`src/rtl/datapath_seq.sv`:
```
// datapath_seq: multi-cycle Moore sequencer driving regfile/ALU strobes.
// Optional retired-instruction counter: DATAPATH_SEQ_RETIRE_CNT_EN.
module datapath_seq #(
    parameter int IMM_SEXT = 1
) (
    input  logic        clk,
    input  logic        reset_n,
    input  logic        load,
    input  logic [15:0] instr,
    input  logic        s,
    output logic        w,
    output logic        err,
    output logic [2:0]  readnum,
    output logic [2:0]  writenum,
    output logic        write,
    output logic        loada,
    output logic        loadb,
    output logic        loadc,
    output logic        loads,
    output logic        asel,
    output logic        bsel,
    output logic        vsel,
    output logic [1:0]  shift,
    output logic [1:0]  ALUop,
    output logic [15:0] imm_out
`ifdef DATAPATH_SEQ_RETIRE_CNT_EN
    ,
    output logic [15:0] retired
`endif
);

    typedef enum logic [2:0] {
        S_WAIT,
        S_DECODE,
        S_WR_IMM,
        S_GET_A,
        S_GET_B,
        S_EXEC,
        S_WR_REG
    } state_t;

    state_t      r_state;
    state_t      w_next;
    logic [15:0] r_ir;
    logic        r_err;

    logic [2:0]  w_opc;
    logic [1:0]  w_op;
    logic [2:0]  w_rn;
    logic [2:0]  w_rd;
    logic [1:0]  w_sh;
    logic [2:0]  w_rm;
    logic        w_movi;
    logic        w_movr;
    logic        w_mvn;
    logic        w_alu3;
    logic        w_cmp;
    logic        w_legal;

    assign w_opc = r_ir[15:13];
    assign w_op  = r_ir[12:11];
    assign w_rn  = r_ir[10:8];
    assign w_rd  = r_ir[7:5];
    assign w_sh  = r_ir[4:3];
    assign w_rm  = r_ir[2:0];

    assign w_movi  = (w_opc == 3'b110) && (w_op == 2'b10);
    assign w_movr  = (w_opc == 3'b110) && (w_op == 2'b00);
    assign w_mvn   = (w_opc == 3'b101) && (w_op == 2'b11);
    assign w_alu3  = (w_opc == 3'b101) && (w_op != 2'b11);
    assign w_cmp   = (w_opc == 3'b101) && (w_op == 2'b01);
    assign w_legal = w_movi || w_movr || w_mvn || w_alu3;

    // imm8 extension is purely combinational from IR
    assign imm_out = (IMM_SEXT != 0) ? {{8{r_ir[7]}}, r_ir[7:0]}
                                     : {8'h00, r_ir[7:0]};

    assign err = r_err;

    // State register
    always_ff @(posedge clk or negedge reset_n) begin
        if (!reset_n) begin
            r_state <= S_WAIT;
        end else begin
            r_state <= w_next;
        end
    end

    // IR captures only while idle
    always_ff @(posedge clk or negedge reset_n) begin
        if (!reset_n) begin
            r_ir <= 16'h0000;
        end else if (load && (r_state == S_WAIT)) begin
            r_ir <= instr;
        end
    end

    // Sticky illegal flag, cleared by a new start
    always_ff @(posedge clk or negedge reset_n) begin
        if (!reset_n) begin
            r_err <= 1'b0;
        end else if ((r_state == S_WAIT) && s) begin
            r_err <= 1'b0;
        end else if ((r_state == S_DECODE) && !w_legal) begin
            r_err <= 1'b1;
        end
    end

    // Next state and Moore strobes
    always_comb begin
        w_next   = r_state;
        w        = 1'b0;
        readnum  = 3'd0;
        writenum = 3'd0;
        write    = 1'b0;
        loada    = 1'b0;
        loadb    = 1'b0;
        loadc    = 1'b0;
        loads    = 1'b0;
        asel     = 1'b0;
        bsel     = 1'b0;
        vsel     = 1'b0;
        shift    = 2'b00;
        ALUop    = 2'b00;
        unique case (r_state)
            S_WAIT: begin
                w = 1'b1;
                if (s) begin
                    w_next = S_DECODE;
                end
            end
            S_DECODE: begin
                unique case (1'b1)
                    w_movi:          w_next = S_WR_IMM;
                    w_movr || w_mvn: w_next = S_GET_B;
                    w_alu3:          w_next = S_GET_A;
                    default:         w_next = S_WAIT;
                endcase
            end
            S_WR_IMM: begin
                writenum = w_rn;
                vsel     = 1'b1;
                write    = 1'b1;
                w_next   = S_WAIT;
            end
            S_GET_A: begin
                readnum = w_rn;
                loada   = 1'b1;
                w_next  = S_GET_B;
            end
            S_GET_B: begin
                readnum = w_rm;
                loadb   = 1'b1;
                w_next  = S_EXEC;
            end
            S_EXEC: begin
                shift = w_sh;
                asel  = w_movr || w_mvn;
                ALUop = w_movr ? 2'b00 : w_op;
                if (w_cmp) begin
                    loads  = 1'b1;
                    w_next = S_WAIT;
                end else begin
                    loadc  = 1'b1;
                    w_next = S_WR_REG;
                end
            end
            S_WR_REG: begin
                writenum = w_rd;
                write    = 1'b1;
                w_next   = S_WAIT;
            end
            default: begin
                w_next = S_WAIT;
            end
        endcase
    end

`ifdef DATAPATH_SEQ_RETIRE_CNT_EN
    logic w_retire;

    // Retire = return to idle from any completing state
    assign w_retire = (w_next == S_WAIT) &&
                      (r_state != S_WAIT) &&
                      (r_state != S_DECODE);

    // Wrapping count of completed instructions
    always_ff @(posedge clk or negedge reset_n) begin
        if (!reset_n) begin
            retired <= 16'h0000;
        end else if (w_retire) begin
            retired <= retired + 16'h0001;
        end
    end
`else
`endif

endmodule
```
`config.mk`:
```
export PLATFORM = sky130hd
export DESIGN_NAME = datapath_seq
export DESIGN_NICKNAME = d
export VERILOG_FILES = /design/src/rtl/datapath_seq.sv
export SDC_FILE = /design/constraint.sdc
export NUM_CORES = 1
export LEC_CHECK = 0
export CORE_UTILIZATION = 38
export CTS_CLUSTER_DIAMETER = 80
export CTS_CLUSTER_SIZE = 16
export DETAILED_ROUTE_END_ITERATION = 10
export PLACE_DENSITY_LB_ADDON = 0.05
export SLEW_MARGIN = 30
export SYNTH_ARGS = -nofsm -noshare
export SYNTH_HDL_FRONTEND = slang
export SYNTH_SLANG_ARGS = --single-unit
```
`constraint.sdc`:
```
create_clock -name clk -period 1.5 [get_ports clk]
set_input_delay 0.3 -clock clk [delete_from_list [all_inputs] [get_ports clk]]
set_output_delay 0.3 -clock clk [all_outputs]
set_load 0.02 [all_outputs]
```
==> impl_metrics.yaml, run 1 <==
sta:
  worst_hold_slack_ns: 0.316
  rsz0062_at_grt: "yes"
  post-route-min-period_ns: 1.79
  period_share_pct: 119
  layout_setup_ws_ns: -0.286
  skew_final_ns: 0.00722
  hold_viol_final: 0
  final-max-slew-violation-count: 0
  max_freq_mhz: 560
  finalSetupViolations: 34
clock_tree:
  cts_buffer_depth: 2
  worst_setup_hold_path_clk_slew_ns: 0.12
  insertion_delay_ns: 0.31
  hold_buffers: 0
  cts_sinks: 20
  htree_num_levels: 1
  clock_buffer_count_from_cts: 3
  ctsRootBufferMaster: "clkbuf_4"
  clock_tree_from_tritoncts: "done"
route:
  met3_wirelength_from_detailed_routing_um: 229
  dr_total_vias: 1082
  route.met2.wl_um: 1590
  drtAntennaViolNets: 0
  highest-signal-layer: "met4"
  drc_marker_count_from_the_first_detailed_route_iteration: 22
  route.detailed.drc: 0
  finalWirelength_um: 3230
  via_count_normalized_by_instance_count: 4.77
  drt-pass1-iter-count: 4
  met1_length_um: 1340
  routedWlPerCell_um: 14.2
yosys:
  synth_largest_area_cell: "dfrtp_1"
  yosysWarningCount: 0
  syn-cell-area_um2: 1270
  post_synth_most_frequent_cells: "dfrtp_1 (20), buf_4 (18), mux2_4 (10)"
  postSynthCellCount: 112
  synthMostInstantiatedCell: "dfrtp_1"
  ys_seq_area_share_pct: 39.4
  synth.top_cell.area_share_pct: 39.4
  synthArstFlopShare_pct: 100
  synth_top_flop_cell: "dfrtp_1"
  ys_seq_elements: 20
  syn_area_per_cell_um2: 11.3
  synth_area_leaders: "dfrtp_1 (39%), mux2_4 (12%), buf_4 (11%)"
  yosys.cell_types.count: 38
  synth_enable_flop_cells: 0
  syn_nets: 132
worst_setup_path:
  path_common_cell: "buf_6"
  timing.critical_path.buf_inv: 2
  reg2reg_setup_slack_ns: -0.18
  crit_path_top_delay_cell: "dfrtp_2"
  crit_path_max_incr_delay_ns: 0.46
  cp_cell_sequence: "buf_6 -> and3b_2 -> a22o_1 -> buf_6"
  setup_crit_start_kind: "flip-flop"
  cp-end-kind: "primary output"
  timing_worst_setup_path_type: "flip-flop to primary output"
  critical-path-top-delay-family: "flip-flops"
  crit_required_ns: 1.20
  worstPathMaxFanout: 4
  worst_ep_arrival_time_ns: 1.49
grt:
  grt-ovfl-total: 0
  grt_max_degree: 21
  grt_usage_pct: 19.4
  grt_first_pass_wirelength_um: 5030
  number_of_global_route_vias_before_repair: 1085
  antenna_found_initial: 0
die:
  core_area_um2: 3100
  die_height_um: 59.8
  fp.dieW_um: 59.8
  design.portCount: 56
  initial_utilization_pct: 40.9
  dieArea_um2: 3580
  row_count: 20
final_layout:
  area_delta_synth_final_pct: 61.9
  drive_above_1_share_pct: 55.2
  layout.nets: 204
  number_of_antenna_diodes: 0
  post-route-cell-area_um2: 2060
  final_core_utilization_pct: 66.3
  final_cells: 227
power:
  worst_ir_drop_vdd_v: 0.00109
  powerDensity_nw_per_um2: 2310
  p_leak_uw: 0.000984
  post-layout-total-power_uw: 4740
placed_design:
  area_of_placed_instances_um2: 1840
  gp_congestion: 0.895
  io_buffer_count: 54
  place.detailed.hpwl_um: 2240
  placed_cells_incl_taps: 209
run_status:
  failing_checks: "negative setup slack"
  result_of_the_run: "finished with violations"
run:
  max_cap_violations: 0
hold_path:
  hold_path_class: "primary input to async pin"
==> per-stage QoR <==
step           setup WS, ns  setup TNS (ns)
2_1_floorplan        -0.115           -1.33
3_3_place_gp         -0.366           -7.84
3_5_place_dp         -0.415           -8.54
4_1_cts              -0.261           -4.86
5_1_grt              -0.370           -8.47
6_report             -0.286           -5.79
==> report_power, final <==
part | internal [uW] | leakage (uW) | switching, uW
sequential | 829 | 0.000233 | 282
clock | 148 | 0.0000210 | 170
combinational | 1850 | 0.000729 | 1460
total | 2830 | 0.000984 | 1910
==> cell usage in the layout, fill, tap and decap left out, types with 2 or more instances in the layout <==
master,synthesis,final
clkbuf_4,0,3
dfrtp_2,0,4
buf_6,1,22
nand2_1,3,3
nor2_1,9,7
dfrtp_1,20,16
a22o_1,3,3
clkbuf_2,0,9
clkdlybuf4s50_1,0,19
and3_1,4,4
and2_1,2,2
mux2i_1,3,3
nand2b_1,3,2
buf_4,18,27
buf_12,1,2
mux2_4,10,16
dlygate4sd2_1,0,8
buf_2,2,3
==> sequential cells by signal, indices dropped and copies added (netlist names) <==
name and flops:
err 1, r_ir 16, r_state 3
==> final cells by class <==
cell class	instances	area, um2
Fill cell	277	1050
Sequential cell	20	505
Inverter	1	3.75
Timing Repair Buffer	90	811
Clock buffer	4	36.3
Tap cell	44	55.1
Multi-Input combinational cell	68	644
==> logic make-up (layout without fill, tap and decap cells) <==
group / Yosys count / after routing / synth area share (%)
and+or+nand+nor: 34 / 34 / 16.6
buffers and inverters: 24 / 95 / 15.4
DFF: 20 / 20 / 39.4
muxes: 19 / 19 / 19.5
AOI/OAI and AO/OA: 14 / 14 / 8.87
other: 1 / 1 / 0.295
==> worst register-to-register path: cells and delay by family, from the launching register on <==
| kind | cells | cell delay, ns |
|---|---|---|
| flip-flops | 1 | 0.46 |
| buffers and inverters | 3 | 0.39 |
| AND/OR/NAND/NOR | 2 | 0.43 |
| multiplexers | 1 | 0.30 |
==> routing by layer <==
| layer | track usage (%) | up-vias |
|---|---|---|
| met1 | 22.9 | 508 |
| li1 | - | 520 |
| met3 | 6.06 | 6 |
| met4 | 7.31 | 0 |
| met2 | 32.7 | 48 |
| met5 | 0 | - |
==> worst paths after layout <==
kind | start | to | cells past startpoint
hold / removal | reset_n | err | 2
max in group asynchronous | reset_n | r_ir[11] | 2
min in group clk | r_ir[3] | r_ir[3] | 1
hold reg to reg | r_ir[3] | r_ir[3] | 1
setup / recovery | r_state[1] | readnum[0] | 4
setup reg to reg | r_state[1] | r_ir[8] | 6
==> what timing repair did <==
item                       4_1_cts  5_1_grt
pin swaps                       11        9
hold endpoints to repair         0        0
setup buffers                   10        4
gates resized for setup        145       22
setup endpoints to repair       51       43
Note: power is estimated with default switching activity, not from simulation.
==> run 2: changes to the inputs <==
Settings changed: SKIP_LAST_GASP from default to 1.
==> run 2 against run 1 <==
  * The flow still finishes with violations (negative setup slack)
  * Fmax increased by 0.44%
  * Worst hold slack about the same
  * Clock power about the same
  * First-iteration DRC count unchanged
  * Register-to-register slack about the same
  * Critical path type unchanged
  * Critical endpoint is now readnum[1]
==> impl_metrics.yaml, run 2 (synthesis results as in run 1) <==
run_status:
  result_of_the_run: "finished with violations"
  failing_checks: "negative setup slack"
sta:
  layout_setup_ws_ns: -0.278
  hold_viol_final: 0
  post-route-min-period_ns: 1.78
  max_freq_mhz: 562
  period_share_pct: 119
  rsz0062_at_grt: "yes"
  final-max-slew-violation-count: 0
  finalSetupViolations: 34
  skew_final_ns: 0.00674
worst_setup_path:
  setup_crit_start_kind: "flip-flop"
  crit_required_ns: 1.20
  worst_ep_arrival_time_ns: 1.48
  worst-r2r-cell-count: 6
  worstPathMaxFanout: 4
  timing_worst_setup_path_type: "flip-flop to primary output"
  worstSetupPathDepth: 4
  crit_path_max_incr_delay_ns: 0.45
  cp_cell_sequence: "buf_6 -> and3b_2 -> a22o_1 -> buf_6"
  critical-path-top-delay-family: "flip-flops"
  cp-end-kind: "primary output"
  timing.critical_path.buf_inv: 2
  path_common_cell: "buf_6"
  crit_path_top_delay_cell: "dfrtp_2"
final_layout:
  max_flop_register: "r_ir"
  layout.cells.most_common: "buf_4"
  register_area_um2: 505
  multi_input_comb_area_um2: 644
  final_core_utilization_pct: 66.0
  post-route-cell-area_um2: 2050
  num-fill-cells: 277
  largest_register_ffs: 16
  layout_common_cells: "buf_4 (27), buf_6 (21), clkdlybuf4s50_1 (19), mux2_4 (16), dfrtp_1 (16)"
  layout.nets: 204
  area_delta_synth_final_pct: 61.4
  drive_above_1_share_pct: 55.2
  number_of_antenna_diodes: 0
die:
  design.portCount: 56
  row_count: 20
  die_height_um: 59.8
  fp.dieW_um: 59.8
  dieArea_um2: 3580
  initial_utilization_pct: 40.9
  core_area_um2: 3100
clock_tree:
  clock_tree_from_tritoncts: "done"
  clock_buffer_count_from_cts: 3
  cts_sinks: 20
  ctsRootBufferMaster: "clkbuf_4"
  htree_num_levels: 1
  insertion_delay_ns: 0.31
  cts_buffer_depth: 2
  worst_setup_hold_path_clk_slew_ns: 0.12
grt:
  grt_first_pass_wirelength_um: 5030
  grt_max_degree: 21
  number_of_global_route_vias_before_repair: 1085
  grt-ovfl-total: 0
  grt_usage_pct: 19.4
  antenna_found_initial: 0
placed_design:
  place.detailed.hpwl_um: 2240
  io_buffer_count: 54
  gp_congestion: 0.895
  area_of_placed_instances_um2: 1840
run:
  max_cap_violations: 0
route:
  route.detailed.drc: 0
  drtAntennaViolNets: 0
  drt-pass1-iter-count: 4
  finalWirelength_um: 3240
  drc_marker_count_from_the_first_detailed_route_iteration: 22
  dr_total_vias: 1082
  routedWlPerCell_um: 14.3
  via_count_normalized_by_instance_count: 4.77
power:
  powerDensity_nw_per_um2: 2310
  worst_ir_drop_vdd_v: 0.00110
  p_leak_uw: 0.000982
hold_path:
  hold_path_class: "primary input to async pin"
==> run 2: repair_timing <==
item / 4_1_cts / 5_1_grt
pin swaps: 11 / 8
hold buffers: 0 / 0
setup buffers: 10 / 5
endpoints found under the setup margin: 51 / 43
gates cloned: 0 / 0
resized for setup: 143 / 23
==> run 2: final cells by class <==
class | count | share of cell area, %
tap | 44 | 2.69
clock buffer | 4 | 1.77
inverter | 1 | 0.183
timing repair buffer | 90 | 39.3
multi-input combinational | 68 | 31.4
sequential | 20 | 24.7
==> run 2: final timing paths <==
path	slack, ns	end	from
worst max-delay path	-0.28	readnum[1]	r_state[1]
worst min-delay path	0.32	err	reset_n
worst max register to register	-0.17	r_ir[8]	r_state[1]
worst min register to register	0.54	r_ir[3]	r_ir[3]
max in group asynchronous	0.95	r_ir[11]	reset_n
min in group clk	0.54	r_ir[3]	r_ir[3]
==> run 2: report_power, final <==
part	switching [uW]	internal, uW
clock	170	148
sequential	279	829
combinational	1460	1840
total	1910	2820
==> run 2: per-layer routing <==
layer	wire (um)	global-route usage, %	vias up
met5	0	0	-
met4	43	7.31	0
met3	232	6.06	4
met2	1610	32.7	47
met1	1350	22.9	511
li1	-	-	520
==> run 2: through the flow <==
| step | setup TNS [ns] | cells | hold slack, ns | power (uW) | setup slack (ns) |
|---|---|---|---|---|---|
| floorplan | -1.33 | 112 | 0.00441 | 3060 | -0.115 |
| global placement | -7.84 | 209 | 0.513 | 3920 | -0.366 |
| detailed placement | -8.54 | 209 | 0.510 | 3980 | -0.415 |
| CTS | -4.89 | 223 | 0.325 | 4640 | -0.261 |
| global route | -8.20 | 227 | 0.343 | 5020 | -0.360 |
| finish | -5.44 | 227 | 0.316 | 4720 | -0.278 |
==> run 2: worst register-to-register path: stages, from the launching register on <==
cell	delay [ns]
dfrtp_2	0.45
buf_6	0.13
buf_6	0.11
nor3_4	0.18
and2_4	0.25
buf_12	0.15
mux2_4	0.30
==> run 3: changes to the inputs <==
Settings changed: CORE_UTILIZATION 38 to 39, CTS_BUF_LIST from default to sky130_fd_sc_hd__clkbuf_2.
==> run 3 against run 2 <==
  * The run still ends with negative setup slack left
  * Via count grew 2.2%
  * Count of clock-buffer cells in the layout down 1
  * Wire length decreased by 5.5%
  * Sequential share of layout area is 1.5 points lower
  * Clock skew shrank 0.00071 ns
  * Final cell count down 0.44%
  * First-iteration DRC count grew 27%
  * Cell area rose by 5.9%
  * Register-to-register slack got worse by 0.06 ns
  * Combinational power rose by 11%
  * Core utilization rose by 4.4 points
  * Critical path type unchanged
==> impl_metrics.yaml, run 3 (synthesis results as in run 1) <==
run_status:
  result_of_the_run: "finished with violations"
  failing_checks: "negative setup slack"
clock_tree:
  htree_num_levels: 1
  clock_tree_from_tritoncts: "done"
  cts_sinks: 20
  hold_buffers: 0
  worst_setup_hold_path_clk_slew_ns: 0.18
  insertion_delay_ns: 0.31
  ctsRootBufferMaster: "clkbuf_2"
  clock_buffer_count_from_cts: 3
  cts_buffer_depth: 2
final_layout:
  layout.nets: 204
  layout_common_cells: "buf_6 (25), buf_4 (25), dfrtp_1 (19), clkdlybuf4s50_1 (19), mux2_4 (16)"
  drive_above_1_share_pct: 60.4
  largest_register_ffs: 16
  area_delta_synth_final_pct: 70.8
  number_of_antenna_diodes: 0
  post-route-cell-area_um2: 2170
  max_flop_register: "r_ir"
  final_cells: 226
grt:
  grt_max_degree: 21
  grt_usage_pct: 18.5
  grt-ovfl-total: 0
  grt_first_pass_wirelength_um: 4800
  antenna_found_initial: 0
  number_of_global_route_vias_before_repair: 1014
hold_path:
  hold_path_class: "primary input to async pin"
worst_setup_path:
  cp-end-kind: "primary output"
  timing_worst_setup_path_type: "flip-flop to primary output"
  reg2reg_setup_slack_ns: -0.23
  worstPathMaxFanout: 4
  crit_required_ns: 1.20
  worst_ep_arrival_time_ns: 1.51
  setup_crit_start_kind: "flip-flop"
die:
  dieArea_um2: 3490
  die_height_um: 59.1
  row_count: 20
  fp.dieW_um: 59.1
  design.portCount: 56
  core_area_um2: 3080
  initial_utilization_pct: 41.3
sta:
  layout_setup_ws_ns: -0.306
  hold_viol_final: 0
  finalSetupViolations: 34
  max_freq_mhz: 554
  final-max-slew-violation-count: 0
  period_share_pct: 120
  skew_final_ns: 0.00603
  post-route-min-period_ns: 1.81
  rsz0062_at_grt: "yes"
placed_design:
  area_of_placed_instances_um2: 1820
  gp_congestion: 0.843
  placed_cells_incl_taps: 206
  io_buffer_count: 54
  place.detailed.hpwl_um: 1960
route:
  dr_total_vias: 1106
  drtAntennaViolNets: 0
  drc_marker_count_from_the_first_detailed_route_iteration: 28
  routedWlPerCell_um: 13.5
  route.detailed.drc: 0
  drt-pass1-iter-count: 4
  finalWirelength_um: 3060
  via_count_normalized_by_instance_count: 4.89
power:
  worst_ir_drop_vdd_v: 0.00156
  powerDensity_nw_per_um2: 2300
  p_leak_uw: 0.000994
run:
  max_cap_violations: 0
## run 3: cell count changes in the layout (fill, tap and decap cells not counted), sizes merged
cell and change:
buf +5, clkbuf -6
## run 3: worst max-delay path: stages, from the launching register on
cell     delay (ns)
dfrtp_1        0.45
buf_6          0.15
and3b_2        0.24
a22o_1         0.23
buf_6          0.13
## run 3: per-stage QoR
| stage | setup slack, ns | hold WS (ns) | power (uW) | TNS [ns] | utilization (%) |
|---|---|---|---|---|---|
| after floorplan | -0.115 | 0.00441 | 3060 | -1.33 | - |
| after global placement | -0.387 | 0.514 | 3860 | -8.10 | 59.2 |
| after detailed placement | -0.420 | 0.520 | 3890 | -8.06 | 59.2 |
| after CTS | -0.322 | 0.298 | 4670 | -8.08 | 67.5 |
| after global routing | -0.388 | 0.292 | 5300 | -10.08 | 70.5 |
| final | -0.306 | 0.301 | 5000 | -7.60 | 70.5 |
## run 3: worst paths after layout
path / from / depth (start not counted) / endpoint
worst max-delay path: r_state[0] / 4 / readnum[0]
worst min-delay path: reset_n / 2 / err
worst max register to register: r_state[1] / 7 / r_ir[8]
worst min register to register: r_ir[3] / 1 / r_ir[3]
max in group asynchronous: reset_n / 2 / r_state[2]
min in group clk: r_ir[3] / 1 / r_ir[3]
## run 3: power breakdown
| group | internal, uW | switching (uW) |
|---|---|---|
| registers | 818 | 305 |
| clock network | 54.5 | 159 |
| logic | 2080 | 1580 |
## run 3: per-layer routing
layer  share of wire [%]  vias up  track usage [%]
met5                   0        -                0
met4                 1.1        0             3.74
met3                 5.1        4             4.80
met2                  54       34             33.1
met1                  40      545             22.4
li1                    -      523                -
## run 3: cell type report
type,count,area (um2)
Fill cell,242,908
Tap cell,44,55.1
Clock buffer,3,15.0
Inverter,1,3.75
Timing Repair Buffer,90,850
Multi-Input combinational cell,68,744
Sequential cell,20,502
## run 3: repair_timing
action / 4_1_cts / 5_1_grt
pin swaps: 10 / 10
setup endpoints to repair: 52 / 46
buffers inserted: 14 / 5
gates resized for setup: 159 / 39
